===== config.mk =====
export PLATFORM = sky130hd
export DESIGN_NAME = pc_unit
export DESIGN_NICKNAME = d
export VERILOG_FILES = /design/src/rtl/pc_unit_pkg.sv /design/src/rtl/pc_unit_ras_stack.sv /design/src/rtl/pc_unit.sv
export SDC_FILE = /design/constraint.sdc
export NUM_CORES = 1
export LEC_CHECK = 0
export BUFFER_PORTS_ARGS = -buffer_cell sky130_fd_sc_hd__buf_2
export CAP_MARGIN = 40
export CORE_UTILIZATION = 50
export CTS_BUF_LIST = sky130_fd_sc_hd__clkbuf_4 sky130_fd_sc_hd__clkbuf_8
export CTS_CLUSTER_SIZE = 10
export DETAILED_ROUTE_END_ITERATION = 10
export PLACE_DENSITY = 0.73
export SETUP_SLACK_MARGIN = 0.4
export SLEW_MARGIN = 25
export SYNTH_ARGS = -nofsm -noshare
export SYNTH_HDL_FRONTEND = slang
export SYNTH_SLANG_ARGS = --single-unit

===== constraint.sdc =====
create_clock -name clock -period 2.75 [get_ports clock]
set_input_delay 0 -clock clock [delete_from_list [all_inputs] [get_ports clock]]
set_output_delay 0 -clock clock [all_outputs]
set_load 0.02 [all_outputs]

===== src/rtl/pc_unit_pkg.sv =====
// Shared constants for the program-counter unit: FSM state encodings,
// enable levels and an all-zero word used to fill unused data paths.
package pc_unit_pkg;

    // FSM state encodings
    localparam logic [1:0] ST_BOOT = 2'd0;
    localparam logic [1:0] ST_RUN  = 2'd1;
    localparam logic [1:0] ST_HALT = 2'd2;

    // Enable levels for single-bit controls
    localparam logic ENABLE  = 1'b1;
    localparam logic DISABLE = 1'b0;

    // Wide zero word; users slice off the width they need (up to 64 bits)
    localparam logic [63:0] ZERO_WORD = 64'd0;

endpackage : pc_unit_pkg


===== src/rtl/pc_unit_ras_stack.sv =====
// Return-address stack. Circular buffer of DEPTH entries: a push onto a full
// stack overwrites the oldest entry and the occupancy saturates at DEPTH.
// Entry storage is not reset; only the pointer and occupancy are.
module ras_stack
    import pc_unit_pkg::*;
#(
    parameter int WIDTH = 32,
    parameter int DEPTH = 4
) (
    input  logic             clock,
    input  logic             reset,
    input  logic             i_push,
    input  logic             i_pop,
    input  logic             i_clear,
    input  logic [WIDTH-1:0] i_data,
    output logic [WIDTH-1:0] o_top,
    output logic             o_empty,
    output logic             o_full
);

    localparam int             PW       = (DEPTH > 1) ? $clog2(DEPTH) : 1;
    localparam int             CW       = $clog2(DEPTH + 1);
    localparam logic [PW-1:0]  LAST     = PW'(DEPTH - 1);
    localparam logic [CW-1:0]  FULL_CNT = CW'(DEPTH);

    logic [WIDTH-1:0] r_mem [DEPTH];
    logic [PW-1:0]    r_head;
    logic [CW-1:0]    r_count;
    logic             r_empty;

    logic [PW-1:0]    w_head_inc;
    logic [PW-1:0]    w_head_dec;
    logic [CW-1:0]    w_count_nxt;

    assign w_head_inc = (r_head == LAST)    ? '0   : r_head + PW'(1);
    assign w_head_dec = (r_head == PW'(0))  ? LAST : r_head - PW'(1);

    // Next occupancy: clear wins, push saturates at DEPTH, pop stops at zero
    always_comb begin
        w_count_nxt = r_count;
        if (i_clear) begin
            w_count_nxt = '0;
        end else if (i_push) begin
            if (r_count != FULL_CNT) w_count_nxt = r_count + CW'(1);
        end else if (i_pop) begin
            if (r_count != CW'(0)) w_count_nxt = r_count - CW'(1);
        end
    end

    // Pointer, occupancy and registered empty flag
    always_ff @(posedge clock or negedge reset) begin
        if (!reset) begin
            r_head  <= '0;
            r_count <= '0;
            r_empty <= ENABLE;
        end else begin
            r_count <= w_count_nxt;
            r_empty <= (w_count_nxt == CW'(0));
            if (i_clear) begin
                r_head <= '0;
            end else if (i_push) begin
                r_head <= w_head_inc;
            end else if (i_pop && !r_empty) begin
                r_head <= w_head_dec;
            end
        end
    end

    // Entry storage; contents survive reset on purpose
    always_ff @(posedge clock) begin
        if (i_push && !i_clear) r_mem[w_head_inc] <= i_data;
    end

    // Present zero when empty so an unwritten entry never leaks out
    assign o_top   = r_empty ? ZERO_WORD[WIDTH-1:0] : r_mem[r_head];
    assign o_empty = r_empty;
    assign o_full  = (r_count == FULL_CNT);

endmodule : ras_stack


===== src/rtl/pc_unit.sv =====
// Program-counter unit: BOOT/RUN/HALT sequencer, next-PC selection with
// exception, branch/call, return and stall handling, and a return-address
// stack. All outputs come straight from flops.
module pc_unit
    import pc_unit_pkg::*;
#(
    parameter int                         INST_ADDR_WIDTH = 32,
    parameter int                         INST_BYTES      = 4,
    parameter logic [INST_ADDR_WIDTH-1:0] RESET_VECTOR    = '0,
    parameter logic [INST_ADDR_WIDTH-1:0] EXC_VECTOR      = 'h180,
    parameter int                         RAS_DEPTH       = 4
) (
    input  logic                       clock,
    input  logic                       reset,
    input  logic                       stall,
    input  logic                       halt,
    input  logic                       branchValid,
    input  logic [INST_ADDR_WIDTH-1:0] branchTarget,
    input  logic                       callValid,
    input  logic                       retValid,
    input  logic                       excValid,
    output logic [INST_ADDR_WIDTH-1:0] progCnter,
    output logic                       chipEnable,
    output logic                       rasEmpty,
    output logic                       rasUnderflow
);

    localparam int                         W          = INST_ADDR_WIDTH;
    localparam logic [W-1:0]               STEP       = W'(INST_BYTES);
    localparam logic [W-1:0]               ALIGN_MASK = ~W'(INST_BYTES - 1);

    logic [1:0]   r_state;
    logic [W-1:0] r_pc;
    logic         r_ce;
    logic         r_uf;

    logic [1:0]   w_state_nxt;
    logic [W-1:0] w_pc_nxt;
    logic         w_ce_nxt;
    logic         w_uf_nxt;
    logic         w_push;
    logic         w_pop;
    logic         w_clear;
    logic [W-1:0] w_pc_inc;
    logic [W-1:0] w_target;
    logic [W-1:0] w_top;
    logic         w_empty;
    logic         w_full;

    // Sequential increment wraps naturally at 2^W; redirect targets are aligned
    assign w_pc_inc = r_pc + STEP;
    assign w_target = branchTarget & ALIGN_MASK;

    ras_stack #(
        .WIDTH (W),
        .DEPTH (RAS_DEPTH)
    ) u_ras (
        .clock   (clock),
        .reset   (reset),
        .i_push  (w_push),
        .i_pop   (w_pop),
        .i_clear (w_clear),
        .i_data  (w_pc_inc),
        .o_top   (w_top),
        .o_empty (w_empty),
        .o_full  (w_full)
    );

    // Next state / next PC. In RUN: exception, then halt (freezes the PC),
    // then branch/call, then return, then stall, then increment. A halt
    // request beats branch/return so the PC seen at halt stays put.
    always_comb begin
        w_state_nxt = r_state;
        w_pc_nxt    = r_pc;
        w_ce_nxt    = r_ce;
        w_uf_nxt    = DISABLE;
        w_push      = DISABLE;
        w_pop       = DISABLE;
        w_clear     = DISABLE;
        case (r_state)
            ST_BOOT: begin
                w_state_nxt = ST_RUN;
                w_ce_nxt    = ENABLE;
            end
            ST_RUN: begin
                if (excValid) begin
                    w_pc_nxt = EXC_VECTOR;
                    w_clear  = ENABLE;
                end else if (halt) begin
                    w_state_nxt = ST_HALT;
                    w_ce_nxt    = DISABLE;
                end else if (branchValid) begin
                    w_pc_nxt = w_target;
                    w_push   = callValid;
                end else if (retValid) begin
                    if (!w_empty) begin
                        w_pc_nxt = w_top;
                        w_pop    = ENABLE;
                    end else begin
                        w_pc_nxt = w_pc_inc;
                        w_uf_nxt = ENABLE;
                    end
                end else if (!stall) begin
                    w_pc_nxt = w_pc_inc;
                end
            end
            ST_HALT: begin
                if (excValid) begin
                    w_state_nxt = ST_RUN;
                    w_pc_nxt    = EXC_VECTOR;
                    w_ce_nxt    = ENABLE;
                    w_clear     = ENABLE;
                end
            end
            default: begin
                w_state_nxt = ST_BOOT;
                w_pc_nxt    = RESET_VECTOR;
                w_ce_nxt    = DISABLE;
            end
        endcase
    end

    // State and output registers
    always_ff @(posedge clock or negedge reset) begin
        if (!reset) begin
            r_state <= ST_BOOT;
            r_pc    <= RESET_VECTOR;
            r_ce    <= DISABLE;
            r_uf    <= DISABLE;
        end else begin
            r_state <= w_state_nxt;
            r_pc    <= w_pc_nxt;
            r_ce    <= w_ce_nxt;
            r_uf    <= w_uf_nxt;
        end
    end

    assign progCnter    = r_pc;
    assign chipEnable   = r_ce;
    assign rasEmpty     = w_empty;
    assign rasUnderflow = r_uf;

endmodule : pc_unit


==> impl_summary.log <==
[metrics] HPWL Detailed: 13800 um
[metrics] fraction of power consumed by combinational cells: 25.3%
[metrics] arrival time at the worst endpoint: 2.62 ns
[metrics] Slew @ Worst Pin: 0.684 ns
[metrics] DRT iter0 DRCs: 691
[metrics] CP Max Fanout: 13
[metrics] top_reg_cell synth: sky130_fd_sc_hd__edfxtp_1
[metrics] clock share of power: 26.0%
[metrics] antenna violations before repair: 0
[metrics] number of nets with antenna violations after detailed routing: 0
[metrics] result of the run: finished clean
[metrics] buffers from clock root to sink, at most: 2
[metrics] Initial Util: 51.2%
[metrics] width of the chip: 129 um
[metrics] via count of the first global-routing pass: 5682
[metrics] pin count of the biggest net entering global routing: 33
[metrics] routed wirelength normalized by instance count: 22.4 um
[metrics] share of the clock period used by the worst path after layout: 82.5%
[metrics] buffers added on ports: 72
[metrics] ordered cell list for the critical path: and2b_1 > nand2_1 > o221a_2 > a21o_1 > a22o_1
[metrics] Total Neg Setup Slack: 0 ns
[metrics] routed wire length: 20900 um
[metrics] Post-layout nets: 757
[metrics] worst skew pair latency: 0.46 ns
[metrics] Peak Freq: 441 MHz
[metrics] critical path's slowest cell: sky130_fd_sc_hd__nand2_1
[metrics] core area: 15800 um^2
[metrics] warning count from the yosys run: 0
[metrics] total number of placement rows: 46
[metrics] post-synthesis async set-or-reset flop share: 24.7%
[metrics] unrepaired setup endpoints after global routing: no
[metrics] post-synthesis average cell area: 13.9 um^2
[metrics] htree depth: 4
[metrics] pwr/cell area: 668 nW/um^2
[metrics] Syn-to-layout area delta: 17.9%
[metrics] cts bufs inserted: 17
[metrics] share of synthesized area occupied by flip-flops and latches: 60.5%
[metrics] number of top-level pins: 75
[metrics] global-route usage over all layers: 25.7%
[metrics] Setup Viol. Count Final: 0
[metrics] Post-route DRC: 0
[metrics] area of the die: 16700 um^2
[metrics] Yosys reg bits: 170
[metrics] Vias/cell: 6.14
[metrics] clock period minus final worst setup slack: 2.27 ns
[metrics] dominant cells by area after synthesis: sky130_fd_sc_hd__edfxtp_1 47%, sky130_fd_sc_hd__dfrtp_1 13%, sky130_fd_sc_hd__mux4_2 8.9%
[metrics] type of the tightest min-delay check: in2async
[metrics] CTS tree: built
[metrics] LEAKAGE: 3.53 nW
[metrics] startpoint types: flip-flop
[metrics] Netlist Area Pre-Place: 8100 um^2
[metrics] max-capacitance violation count: 0
[metrics] cell family with most CP delay: simple AND/OR/NAND/NOR gates
[metrics] CP Data Required Time: 3.10 ns
[metrics] clk_skew: 0.0179 ns
[metrics] share of the synthesized area in the top cell type: 47.5%
[metrics] Slowest Stage Delay on Critical Path: 0.49 ns
[metrics] floorplan die height: 129 um
[metrics] Netlist cell types: 73
[metrics] ANT cells: 0
[metrics] clock sink count: 170
[metrics] Cells after DPL: 863
[metrics] internal power contribution: 4.33 mW
[metrics] routability congestion estimate: 0.873
[metrics] Max rail drop VDD: 281 uV
[metrics] vias post-DR: 5723
[metrics] Switching Fraction: 32.2%
[metrics] global-route wire length before repair: 31400 um
[metrics] Critical path buffers and inverters: 0
[metrics] power dissipated by switching net loads: 2.05 mW
[metrics] Final Hold Fails: 0
[metrics] Slew headroom: 54.4%
[metrics] crit path capture type: flip-flop
[metrics] biggest area consumer among synthesized cells: sky130_fd_sc_hd__edfxtp_1
[metrics] Root Buffer: sky130_fd_sc_hd__clkbuf_8
[metrics] net count after synthesis: 638
[metrics] Final Instance Count excl. Fillers: 932
[metrics] Gate Count Post-Synth: 584
[metrics] startpoint-to-endpoint class of the critical path: reg2reg
[metrics] CTS clock-pin slew for the worst setup and hold paths: 0.09 ns
[metrics] ratio of cells with drive above 1 in the final layout: 27.1%
[metrics] first drt pass iteration count: 5
[metrics] part of the total power dissipated in sequential elements: 48.7%
[metrics] number of enable-type register cells in the synthesized netlist: 128
[metrics] Max Transition Viols Final: 0
[metrics] total overflow reported by the global router: 0
## logic make-up (layout without fill, tap and decap cells)
logic type / Yosys count / after routing / share of synthesized area [%]
flip-flops: 170 / 170 / 60.5
AND/OR/NAND/NOR: 169 / 170 / 11.5
AO/OA/AOI/OAI: 121 / 121 / 10.9
buffers and inverters: 50 / 181 / 3.09
multiplexers: 33 / 33 / 9.02
XOR/XNOR: 27 / 27 / 2.92
adder cells (fa/ha/maj): 14 / 14 / 2.16
## layer usage
| layer | track usage [%] | routed length (um) |
|---|---|---|
| met3 | 4.46 | 1310 |
| met2 | 41.8 | 10300 |
| met5 | 0 | 0 |
| met1 | 34.7 | 8690 |
| met4 | 10.3 | 588 |
## through the flow
step / utilization, % / power (mW) / cell area [um^2] / hold WS (ns) / worst slack (ns)
after floorplan: - / 4.17 / 8100 / -0.296 / 0.456
after global placement: 55.4 / 4.57 / 8760 / 0.240 / 0.365
after detailed placement: 55.5 / 4.62 / 8780 / 0.0260 / 0.257
after CTS: 60.0 / 6.30 / 9490 / 0.0140 / 0.437
after global routing: 60.3 / 6.61 / 9550 / 0.101 / 0.398
final: 60.3 / 6.38 / 9550 / 0.0704 / 0.481
## cell type report
type | count | area [um^2]
clock inverter | 14 | 126
fill | 1200 | 6280
timing repair buffer | 132 | 952
tap | 216 | 270
sequential | 170 | 4900
multi-input combinational | 365 | 3000
clock buffer | 18 | 241
inverter | 17 | 63.8
## synthesized netlist by cell type, types with 3 or more instances
cell type,count
sky130_fd_sc_hd__inv_1,17
sky130_fd_sc_hd__dfrtp_1,41
sky130_fd_sc_hd__a32o_1,3
sky130_fd_sc_hd__buf_2,9
sky130_fd_sc_hd__o21a_1,5
sky130_fd_sc_hd__nor3_1,13
sky130_fd_sc_hd__o31ai_1,3
sky130_fd_sc_hd__a211oi_1,5
sky130_fd_sc_hd__o221ai_1,7
sky130_fd_sc_hd__a22oi_1,3
sky130_fd_sc_hd__nand4_1,13
sky130_fd_sc_hd__nand3_1,22
sky130_fd_sc_hd__ha_1,14
sky130_fd_sc_hd__nor2_1,22
sky130_fd_sc_hd__clkbuf_1,12
sky130_fd_sc_hd__o211ai_1,5
sky130_fd_sc_hd__a21oi_1,13
sky130_fd_sc_hd__a31o_2,3
sky130_fd_sc_hd__o2bb2ai_1,7
sky130_fd_sc_hd__nand2b_1,11
sky130_fd_sc_hd__xor2_1,6
sky130_fd_sc_hd__xnor2_1,21
sky130_fd_sc_hd__o21ai_0,31
sky130_fd_sc_hd__nand2_1,46
sky130_fd_sc_hd__and3_1,10
sky130_fd_sc_hd__and2_1,8
sky130_fd_sc_hd__o221a_2,3
sky130_fd_sc_hd__buf_6,4
sky130_fd_sc_hd__a21o_1,5
sky130_fd_sc_hd__edfxtp_1,128
sky130_fd_sc_hd__nor4b_1,3
sky130_fd_sc_hd__a22o_1,7
sky130_fd_sc_hd__buf_4,5
sky130_fd_sc_hd__and4_1,4
sky130_fd_sc_hd__mux4_2,32
## cells in the final DEF, fill, tap and decap left out, drive strengths merged, types with 11 or more instances in the layout
cell type	netlist	routed
a21oi	13	13
buf	19	100
clkbuf	14	18
dfrtp	41	41
dlygate4sd3	0	32
edfxtp	128	128
ha	14	14
inv	17	18
mux4	32	32
nand2	46	46
nand2b	11	11
nand3	22	22
nand4	14	14
nor2	23	23
nor3	13	13
o21ai	32	32
xnor2	21	21
## power by group through the flow
stage | sequential [mW] | combinational, mW | clock [mW]
floorplan | 3.14 | 1.03 | 0
global placement | 3.15 | 1.42 | 0
detailed placement | 3.15 | 1.47 | 0
CTS | 3.10 | 1.53 | 1.68
global route | 3.12 | 1.72 | 1.77
finish | 3.11 | 1.61 | 1.66
## flip-flops by register name (all words and copies together) (netlist names)
register and cells:
chipEnable 1, progCnter 32, r_state 2, rasUnderflow 1, u_ras.o_empty 1, u_ras.r_count 3
u_ras.r_head 2, u_ras.r_mem 128
## path summary, 6_finish.rpt
path | from | end | slack (ns) | cells after the start
max | u_ras.o_empty | progCnter[27] | 0.48 | 5
min | reset | u_ras.r_count[0] | 0.07 | 2
max reg2reg | u_ras.o_empty | progCnter[27] | 0.48 | 5
min reg2reg | chipEnable | chipEnable | 0.53 | 2
max in group asynchronous | reset | u_ras.r_head[0] | 2.13 | 3
min in group clock | branchTarget[8] | progCnter[8] | 0.08 | 4
## worst reg2reg max path, stage by stage, from the launching register on
cell	delay [ns]
sky130_fd_sc_hd__dfstp_2	0.40
sky130_fd_sc_hd__and2b_1	0.40
sky130_fd_sc_hd__nand2_1	0.49
sky130_fd_sc_hd__o221a_2	0.46
sky130_fd_sc_hd__a21o_1	0.19
sky130_fd_sc_hd__a22o_1	0.22
## repair_timing
| action | CTS | global route |
|---|---|---|
| resized for setup | 5 | 4 |
| buffers inserted | 1 | 3 |
| setup endpoints to repair | 137 | 132 |
| pin swaps | 1 | 1 |
| endpoints found under the hold margin | 74 | 0 |
| hold buffers | 32 | 0 |
| cloned | 0 | 1 |
No activity file was read; power rests on OpenSTA's default activity.
